## config.mk

```make
export PLATFORM = sky130hd
export DESIGN_NAME = pc_sequencer
export DESIGN_NICKNAME = d
export VERILOG_FILES = /design/src/rtl/pc_sequencer_pkg.sv /design/src/rtl/pc_target_calc.sv /design/src/rtl/pc_sequencer.sv
export SDC_FILE = /design/constraint.sdc
export NUM_CORES = 1
export LEC_CHECK = 0
export CAP_MARGIN = 20
export CORE_ASPECT_RATIO = 0.9
export CORE_MARGIN = 4
export CORE_UTILIZATION = 49
export DETAILED_ROUTE_END_ITERATION = 7
export HOLD_SLACK_MARGIN = 0.08
export PLACE_DENSITY = 0.87
export SYNTH_ARGS = -nofsm -noshare
export SYNTH_HDL_FRONTEND = slang
export SYNTH_SLANG_ARGS = --single-unit
```

## constraint.sdc

```tcl
create_clock -name clk -period 3.95 [get_ports clk]
set_input_delay 1.185 -clock clk [delete_from_list [all_inputs] [get_ports clk]]
set_output_delay 1.185 -clock clk [all_outputs]
set_load 0.05 [all_outputs]
```

## src/rtl/pc_sequencer_pkg.sv

```systemverilog
// Shared definitions for the PC sequencer: widths, reset default, FSM encoding
// and the redirect record used by both the target calculator and the sequencer.
package pc_sequencer_pkg;

    localparam int XLEN    = 32;
    localparam int JADDR_W = 26;
    localparam int BOFF_W  = 16;

    localparam logic [XLEN-1:0] DEFAULT_RESET_PC = 32'h0000_0000;

    typedef enum logic [1:0] {
        ST_IDLE  = 2'd0,
        ST_FETCH = 2'd1,
        ST_HOLD  = 2'd2
    } seq_state_e;

    typedef struct packed {
        logic            valid;
        logic [XLEN-1:0] target;
    } redirect_t;

endpackage

```

## src/rtl/pc_target_calc.sv

```systemverilog
// Combinational redirect target calculation (branch, jump, register jump)
// with fixed priority JR > J > branch.
module pc_target_calc
    import pc_sequencer_pkg::*;
(
    input  logic [XLEN-1:0]    pc_plus4,
    input  logic               branch_taken,
    input  logic [BOFF_W-1:0]  branch_offset,
    input  logic               jump_en,
    input  logic [JADDR_W-1:0] jump_addr,
    input  logic               jr_en,
    input  logic [XLEN-1:0]    jr_addr,
    output redirect_t          redirect
);

    logic [XLEN-1:0] branch_target;
    logic [XLEN-1:0] jump_target;
    logic [XLEN-1:0] jr_target;

    // Word offset: sign-extend, then scale by 4; addition wraps naturally.
    assign branch_target = pc_plus4 +
        {{(XLEN-BOFF_W-2){branch_offset[BOFF_W-1]}}, branch_offset, 2'b00};
    assign jump_target   = (pc_plus4 & 32'hF000_0000) | {4'b0000, jump_addr, 2'b00};
    assign jr_target     = jr_addr & {{(XLEN-2){1'b1}}, 2'b00};

    always_comb begin
        redirect = '0;
        if (jr_en) begin
            redirect.valid  = 1'b1;
            redirect.target = jr_target;
        end else if (jump_en) begin
            redirect.valid  = 1'b1;
            redirect.target = jump_target;
        end else if (branch_taken) begin
            redirect.valid  = 1'b1;
            redirect.target = branch_target;
        end
    end

endmodule

```

## src/rtl/pc_sequencer.sv

```systemverilog
// Fetch PC sequencer: IDLE/FETCH/HOLD FSM driving the instruction-memory
// handshake, with a one-deep pending redirect register.
module pc_sequencer
    import pc_sequencer_pkg::*;
#(
    parameter logic [XLEN-1:0] RESET_PC = DEFAULT_RESET_PC
) (
    input  logic               clk,
    input  logic               reset,
    input  logic               Stall,
    input  logic               BranchTaken,
    input  logic [BOFF_W-1:0]  BranchOffset,
    input  logic               JumpEn,
    input  logic [JADDR_W-1:0] JumpAddr,
    input  logic               JrEn,
    input  logic [XLEN-1:0]    JrAddr,
    output logic               ImemReq,
    output logic [XLEN-1:0]    ImemAddr,
    input  logic               ImemReady,
    output logic [XLEN-1:0]    Pc,
    output logic [XLEN-1:0]    PcPlus4,
    output logic               FetchValid,
    output seq_state_e         state
);

    // Handshake: a fetch is accepted on any cycle where ImemReq and ImemReady
    // are both high; ImemAddr holds Pc, which only changes on accept.
    redirect_t redirect;
    redirect_t pending;
    logic      sample;
    logic      redir_valid;
    logic      accept;

    pc_target_calc u_target_calc (
        .pc_plus4      (PcPlus4),
        .branch_taken  (BranchTaken),
        .branch_offset (BranchOffset),
        .jump_en       (JumpEn),
        .jump_addr     (JumpAddr),
        .jr_en         (JrEn),
        .jr_addr       (JrAddr),
        .redirect      (redirect)
    );

    assign PcPlus4     = Pc + 32'd4;
    assign ImemAddr    = Pc;
    assign sample      = (state != ST_IDLE);
    assign redir_valid = sample && redirect.valid;
    // Stall withdraws the request in the same cycle so it always beats ImemReady.
    assign ImemReq     = (state == ST_FETCH) && !Stall;
    assign accept      = ImemReq && ImemReady;

    always_ff @(posedge clk) begin
        if (reset) begin
            state      <= ST_IDLE;
            Pc         <= RESET_PC;
            pending    <= '0;
            FetchValid <= 1'b0;
        end else begin
            FetchValid <= 1'b0;
            unique case (state)
                ST_IDLE:  state <= ST_FETCH;
                ST_FETCH: if (Stall) state <= ST_HOLD;
                ST_HOLD:  if (!Stall) state <= ST_FETCH;
                default:  state <= ST_IDLE;
            endcase

            if (accept) begin
                pending <= '0;
                if (redir_valid) begin
                    Pc <= redirect.target;
                end else if (pending.valid) begin
                    // The fetch in flight belongs to the old path: drop it.
                    Pc <= pending.target;
                end else begin
                    Pc         <= PcPlus4;
                    FetchValid <= 1'b1;
                end
            end else if (redir_valid) begin
                pending <= redirect;
            end
        end
    end

endmodule

```

# == Yosys cells after proc, flatten, opt, wreduce, memory -nomap -nowiden ==
# Cells that the tools add are included.
# classes
addsub,2
eq_ne,4
mux,9
n_bitwise,2
n_reduce_logical,9
# ops
operator,n
$mux 33,3
$mux 32,2
$add 32x3->32 const B,1
$add 32x32->32,1
$or 32x28->32,1
$pmux 2 s3,1
$mux 2,2
$ne 2x2->1 const B,2
$logic_and 1x1->1,3
$reduce_or 3->1,1
$eq 2x1->1 const B,1
$eq 2x2->1 const B,1
$logic_not 2->1,1
$reduce_and 2->1,1
$reduce_bool 2->1,1
$reduce_or 2->1,1
$logic_not 1->1,1
$mux 1,1
$not 1->1,1
# totals
ff_bits,68
in_bits,81
out_inout_bits,100
elab_cells,31

# == Longest topological paths before layout ==
# logic_depth
depth_word,7
ltp_mapped,17
mapped_depth_nobuf,16

# == Modules after synthesis ==
# From an unflattened synthesis, not the netlist that was laid out.
# hier_totals
cells_unflattened,823
hier_area_um2,6199.7
# by_module_without_submodules
module,instances,cells_each,area_per_inst_um2,seq_area_each_um2
pc_sequencer,1,509,4017.6,1361.3
pc_target_calc,1,314,2182.1,0.0

# == Worst setup path after synthesis ==
# No wires, ideal clock.
# synth_path
path_type,register -> register
start,reg Pc[2] (netlist: ImemAddr[2])
end,reg pending[31] in the netlist's numbering
setup_time_ns,0.059
t_arrival_ns,4.774
t_required_ns,3.891
path_slack_ns,-0.883
path_stages_with_launch,17
path_buffers,1
period_less_slack_ns,4.833
path_cell_list,dfxtp_1 -> ha_1 -> nand3_1 -> nor2_1 -> nand2_1 -> xnor2_1 -> ha_1 -> buf_2 -> a21o_1 -> a221o_1 -> a21oi_2 -> a21oi_1 -> o211ai_2 -> a31oi_1 -> or4b_1 -> o211ai_2 -> a31o_1
# synth_between
elab_chain_len,5
word_cells_on_any_way,6
classes_between,add/sub: 2; mux: 3; bitwise: 1
# synth_rtl
element,line,text
"start, declared",pc_sequencer.sv:20,"output logic [XLEN-1:0] Pc,"
"start signal, assigned",pc_sequencer.sv:71,Pc <= redirect.target;
"start signal, assigned",pc_sequencer.sv:74,Pc <= pending.target;
"start signal, assigned",pc_sequencer.sv:76,Pc <= PcPlus4;
$add 32x3->32,pc_sequencer.sv:45,assign PcPlus4 = Pc + 32'd4;
net PcPlus4[10],pc_sequencer.sv:21,"output logic [XLEN-1:0] PcPlus4,"
$add 32x32->32,pc_target_calc.sv:21,assign branch_target = pc_plus4 +
$mux 33,pc_target_calc.sv:34,end else if (branch_taken) begin
$mux 33,pc_target_calc.sv:31,end else if (jump_en) begin
$mux 33,pc_target_calc.sv:28,if (jr_en) begin
"end signal, assigned",pc_sequencer.sv:80,pending <= redirect;
"end, declared",pc_sequencer.sv:29,redirect_t pending;
# The timed path passes the listed nets, and every way through them passes these cells.
# A chain may end at the register's enable or synchronous reset.

# == Worst setup path after layout ==
# layout_path
start,in BranchOffset[1]
end,reg Pc[29] (netlist: ImemAddr[29])
# layout_between
elab_chain_len,5
# layout_rtl
element,line,text
"start, declared",pc_sequencer.sv:12,"input logic [BOFF_W-1:0] BranchOffset,"
$add 32x32->32,pc_target_calc.sv:21,
$mux 33,pc_target_calc.sv:34,
$mux 33,pc_target_calc.sv:31,
$mux 33,pc_target_calc.sv:28,
$mux 32,pc_sequencer.sv:70,if (redir_valid) begin
# Every way passes these cells.

==> Implementation_results.wiki <==
{| class="wikitable"
! Metric !! Value
|-
| Outcome || finished, final reports clean
|-
| Buffers & Inverters on Critical Path || 1
|-
| Clock latency reported for the late side of the worst-skew pair || 350 ps
|-
| Hold WS || 452.5 ps
|-
| Final TNS setup || 0 ps
|-
| Number of synthesized register bits || 68
|-
| Top library cells by usage in the layout, fill and taps aside || sky130_fd_sc_hd__clkdlybuf4s50_1, sky130_fd_sc_hd__buf_4, sky130_fd_sc_hd__nand2_1
|-
| Critical hold path startpoint || pending[17]$_SDFFE_PP0P_
|-
| Post-route cell area || 9547 sq um
|-
| Total wire length after detailed routing || 24240 microns
|-
| Setup repair after global routing missed its margin || true
|-
| Nets || 1145
|-
| Share of the clock period used by the worst path after layout || 0.9887
|-
| Most frequent standard cell in the layout excluding fill and tap cells || sky130_fd_sc_hd__clkdlybuf4s50_1
|-
| Detailed-routed wire length on met2 || 11250 microns
|-
| Total number of vias || 7403
|-
| Max Clk Rate || 0.2561 GHz
|-
| Top sig layer || met4
|-
| Biggest fanout along the worst timing path || 3
|-
| Placed inst area || 9022 sq um
|-
| Capture point of the worst reg-to-reg path || ImemAddr[29]$_SDFFE_PP0P_
|-
| Data required time at the worst endpoint || 4210 ps
|-
| Total power consumption of the routed design || 2.741 mW
|-
| Startpoint of the most critical setup path || BranchOffset[1]
|-
| Category of the critical setup timing path || in2reg
|-
| Average instance area after synthesis || 7.603 sq um
|-
| Post-Syn Instances || 795
|-
| Post-placement worst setup slack || -427.6 ps
|-
| Drt initial violations || 741
|-
| Area of the core || 12080 sq um
|-
| Worst Max-Slew Pin Slew || 887.1 ps
|-
| Kind of capture point of the worst setup path || register
|-
| Post-synth ARST share || 0
|-
| Multiplexer share of the synthesized area || 0.01863
|-
| Antenna violations before repair || 0
|-
| Wirelength per Cell || 20.32 microns
|-
| LEAKAGE || 3.914 nW
|-
| Post-Synth Adder-Cell Area || 0.07576
|-
| Worst IR drop on VDD || 222.3 uV
|-
| HP Class || reg2reg
|-
| Remaining max-slew budget at the tightest pin || 0.4078
|-
| Startpoint types || input pin
|-
| Sink Count || 68
|-
| Number of global-route vias before repair || 7251
|-
| Worst R2R Setup Slack || 80 ps
|-
| Sequential fraction of the synthesis area || 0.2252
|-
| GRT overflow || 0
|-
| Commonest register cell after synthesis || sky130_fd_sc_hd__dfxtp_1
|-
| Met1 routed wirelength after detailed routing || 9584 microns
|-
| H-tree depth || 3
|-
| Worst Reg-to-Reg Cells || 16
|-
| Global-route wire length before repair || 37330 microns
|-
| Simple-gate share of the synthesized area || 0.2128
|-
| Cell mode on critical path || sky130_fd_sc_hd__o21ai_2
|-
| Post-DP HPWL || 18120 microns
|-
| Synth Area in XOR/XNOR || 0.05651
|-
| # Max-Cap Violations || 0
|-
| Worst path top cell family by delay || compound AO/OA/AOI/OAI gates
|-
| Top-Level Pins || 181
|-
| Number of inserted filler cells in the final layout || 835
|-
| Initial Utilization || 0.5005
|-
| Die span in y || 113.4 microns
|-
| Synth warnings || 0
|-
| Quantity of hold-fixing buffers added after cts || 0
|-
| Standard cell with the maximum stage delay on the critical path || sky130_fd_sc_hd__or4b_4
|-
| Synth cell types || 79
|-
| Count of final hold-check violations || 0
|-
| Number of nets produced by synthesis || 912
|-
| Number of buffers added by the clock tree synthesis step || 9
|-
| Number of enable flip-flop cells after synthesis || 0
|-
| Startpoint of the lowest-slack register-to-register path || ImemAddr[2]$_SDFFE_PP0P_
|-
| Post-Synthesis Cell Area || 6045 sq um
|-
| Setup WS post-layout || 44.58 ps
|-
| I/O Buffers || 178
|-
| Count of TritonRoute iterations in the first routing pass || 5
|-
| Signal arrival time at the worst endpoint || 4170 ps
|-
| Clock tree from TritonCTS || built
|-
| Logic depth of the worst path, buffers included || 11
|-
| Synthesis-to-finish area growth || 57.94%
|-
| Length of routed met3 wiring || 2592 microns
|-
| Clock edge transition at the registers on the reported setup and hold paths || 70 ps
|-
| Largest family of logic cells by synthesized area || compound AO/OA/AOI/OAI gates
|-
| Die X-Extent || 125.1 microns
|-
| Cells along the critical path || clkdlybuf4s50_1, ha_1, a21o_1, and4_4, o21ai_2, a2111oi_4, o21ai_2, a211oi_2, nor3_1, or4b_4, o221ai_2
|-
| Final ANT Viol Nets || 0
|-
| CP max stage delay || 550 ps
|-
| Share of the synthesized area in compound gates (AO/OA/AOI/OAI) || 0.3252
|-
| Average vias per placed instance || 6.205
|-
| CTS root buf || sky130_fd_sc_hd__clkbuf_16
|-
| Power per standard cell area || 287.2 nW/um^2
|-
| Total DRC errors in the routed layout || 0
|-
| Largest net degree at the start of global routing || 27
|-
| Aggregate global-route resource usage || 0.3247
|-
| Post-layout minimum cycle time || 3905 ps
|-
| Diodes inserted || 0
|-
| Setup violations, final || 0
|-
| Layout cell share with drive strength beyond 1 || 0.2517
|-
| Critical path destination || ImemAddr[29]$_SDFFE_PP0P_
|-
| Max Buffers Root-to-Sink || 2
|-
| Clock tree skew after final layout || 11.27 ps
|-
| Area of the die || 14180 sq um
|-
| Standard-cell rows || 38
|-
| Final number of max-transition violations || 0
|-
| Routability-driven placement congestion ratio || 0.9818
|}
-- registers in the layout, indices dropped and copies added, names as in the netlist --
signal / count
pending: 33
ImemAddr: 32
state: 2
FetchValid: 1
-- report_power, final --
| part | switching [mW] | internal (mW) | leakage, nW |
|---|---|---|---|
| sequential | 0.0528 | 0.729 | 0.566 |
| clock | 0.347 | 0.529 | 0.151 |
| combinational | 0.622 | 0.462 | 3.20 |
| total | 1.02 | 1.72 | 3.91 |
-- worst reg2reg max path: stages (launching register included) --
cell,delay [ps]
sky130_fd_sc_hd__dfxtp_4,350
sky130_fd_sc_hd__buf_4,130
sky130_fd_sc_hd__and4_4,210
sky130_fd_sc_hd__nand4_1,130
sky130_fd_sc_hd__buf_6,180
sky130_fd_sc_hd__nor2_1,120
sky130_fd_sc_hd__buf_4,160
sky130_fd_sc_hd__nand4_1,200
sky130_fd_sc_hd__xnor2_4,240
sky130_fd_sc_hd__ha_4,320
sky130_fd_sc_hd__nand3_2,100
sky130_fd_sc_hd__a2111oi_4,380
sky130_fd_sc_hd__o21ai_2,130
sky130_fd_sc_hd__a211oi_2,300
sky130_fd_sc_hd__nor3_1,90
sky130_fd_sc_hd__or4b_4,550
sky130_fd_sc_hd__o221ai_2,190
-- worst min path at each step --
| stage | depth (start not counted) | end | slack (ps) |
|---|---|---|---|
| finish | 2 | pending[17]$_SDFFE_PP0P_ | 450 |
| global route | 2 | pending[11]$_SDFFE_PP0P_ | 480 |
| CTS | 2 | pending[20]$_SDFFE_PP0P_ | 450 |
| detailed placement | 2 | pending[17]$_SDFFE_PP0P_ | 440 |
| global placement | 2 | pending[18]$_SDFFE_PP0P_ | 440 |
| floorplan | 2 | pending[10]$_SDFFE_PP0P_ | 430 |
-- metrics by stage --
stage,utilization,instances
global placement,0.7471,1174
floorplan,-,795
detailed placement,0.7471,1174
global route,0.7905,1193
finish,0.7905,1193
CTS,0.7751,1190
-- metal layers --
| metal | vias to the layer above | track usage |
|---|---|---|
| met4 | 0 | 0.1178 |
| met1 | 3441 | 0.4188 |
| li1 | 3393 | - |
| met3 | 76 | 0.07079 |
| met2 | 493 | 0.5374 |
| met5 | - | 0 |
-- Yosys cell counts (all sizes together) (3+ instances only) --
master	number	share of area
a31o	4	0.0058
nor2b	6	0.0062
a21o	26	0.033
a221oi	5	0.0072
buf	38	0.046
a221o	7	0.012
nor2	59	0.037
nand2b	22	0.023
o31ai	4	0.0050
nor3b	6	0.0075
a31oi	9	0.0093
a22oi	3	0.0037
mux2i	9	0.015
a21oi	78	0.065
nand2	77	0.048
o311ai	4	0.0058
and3	13	0.013
o21ai	37	0.032
o21a	10	0.012
a21boi	6	0.0075
xor2	11	0.016
a222oi	4	0.0066
xnor2	28	0.041
dfxtp	68	0.23
a311oi	16	0.023
nand3	23	0.019
inv	17	0.011
a211oi	5	0.0070
ha	35	0.072
and4	6	0.0089
clkbuf	46	0.029
o211ai	39	0.050
o41ai	3	0.0043
and2	10	0.011
nand4	10	0.010
or2	3	0.0031
nor3	13	0.011
-- cell type report --
class	instances	area (sq um)	area share
clock buffer	11	254.0	0.02661
clock inverter	5	60.06	0.006291
timing repair buffer	306	2836	0.2971
tap	160	200.2	0.02097
inverter	18	67.56	0.007077
multi-input combinational	625	4725	0.4949
sequential	68	1404	0.1471
-- logic make-up after synthesis --
group                    count (synthesis)
multiplexers                            11
XOR/XNOR                                39
buffers and inverters                  102
flip-flops                              68
AND/OR/NAND/NOR                        258
adder cells (fa/ha/maj)                 36
AO/OA/AOI/OAI                          281
-- timing repair --
item / CTS / global route
hold endpoints to repair: 0 / 0
pin swaps: 1 / 13
setup endpoints to repair: 8 / 25
buffers inserted: 0 / 3
gates resized for setup: 5 / 36
Note: power is estimated with default switching activity, not from simulation.
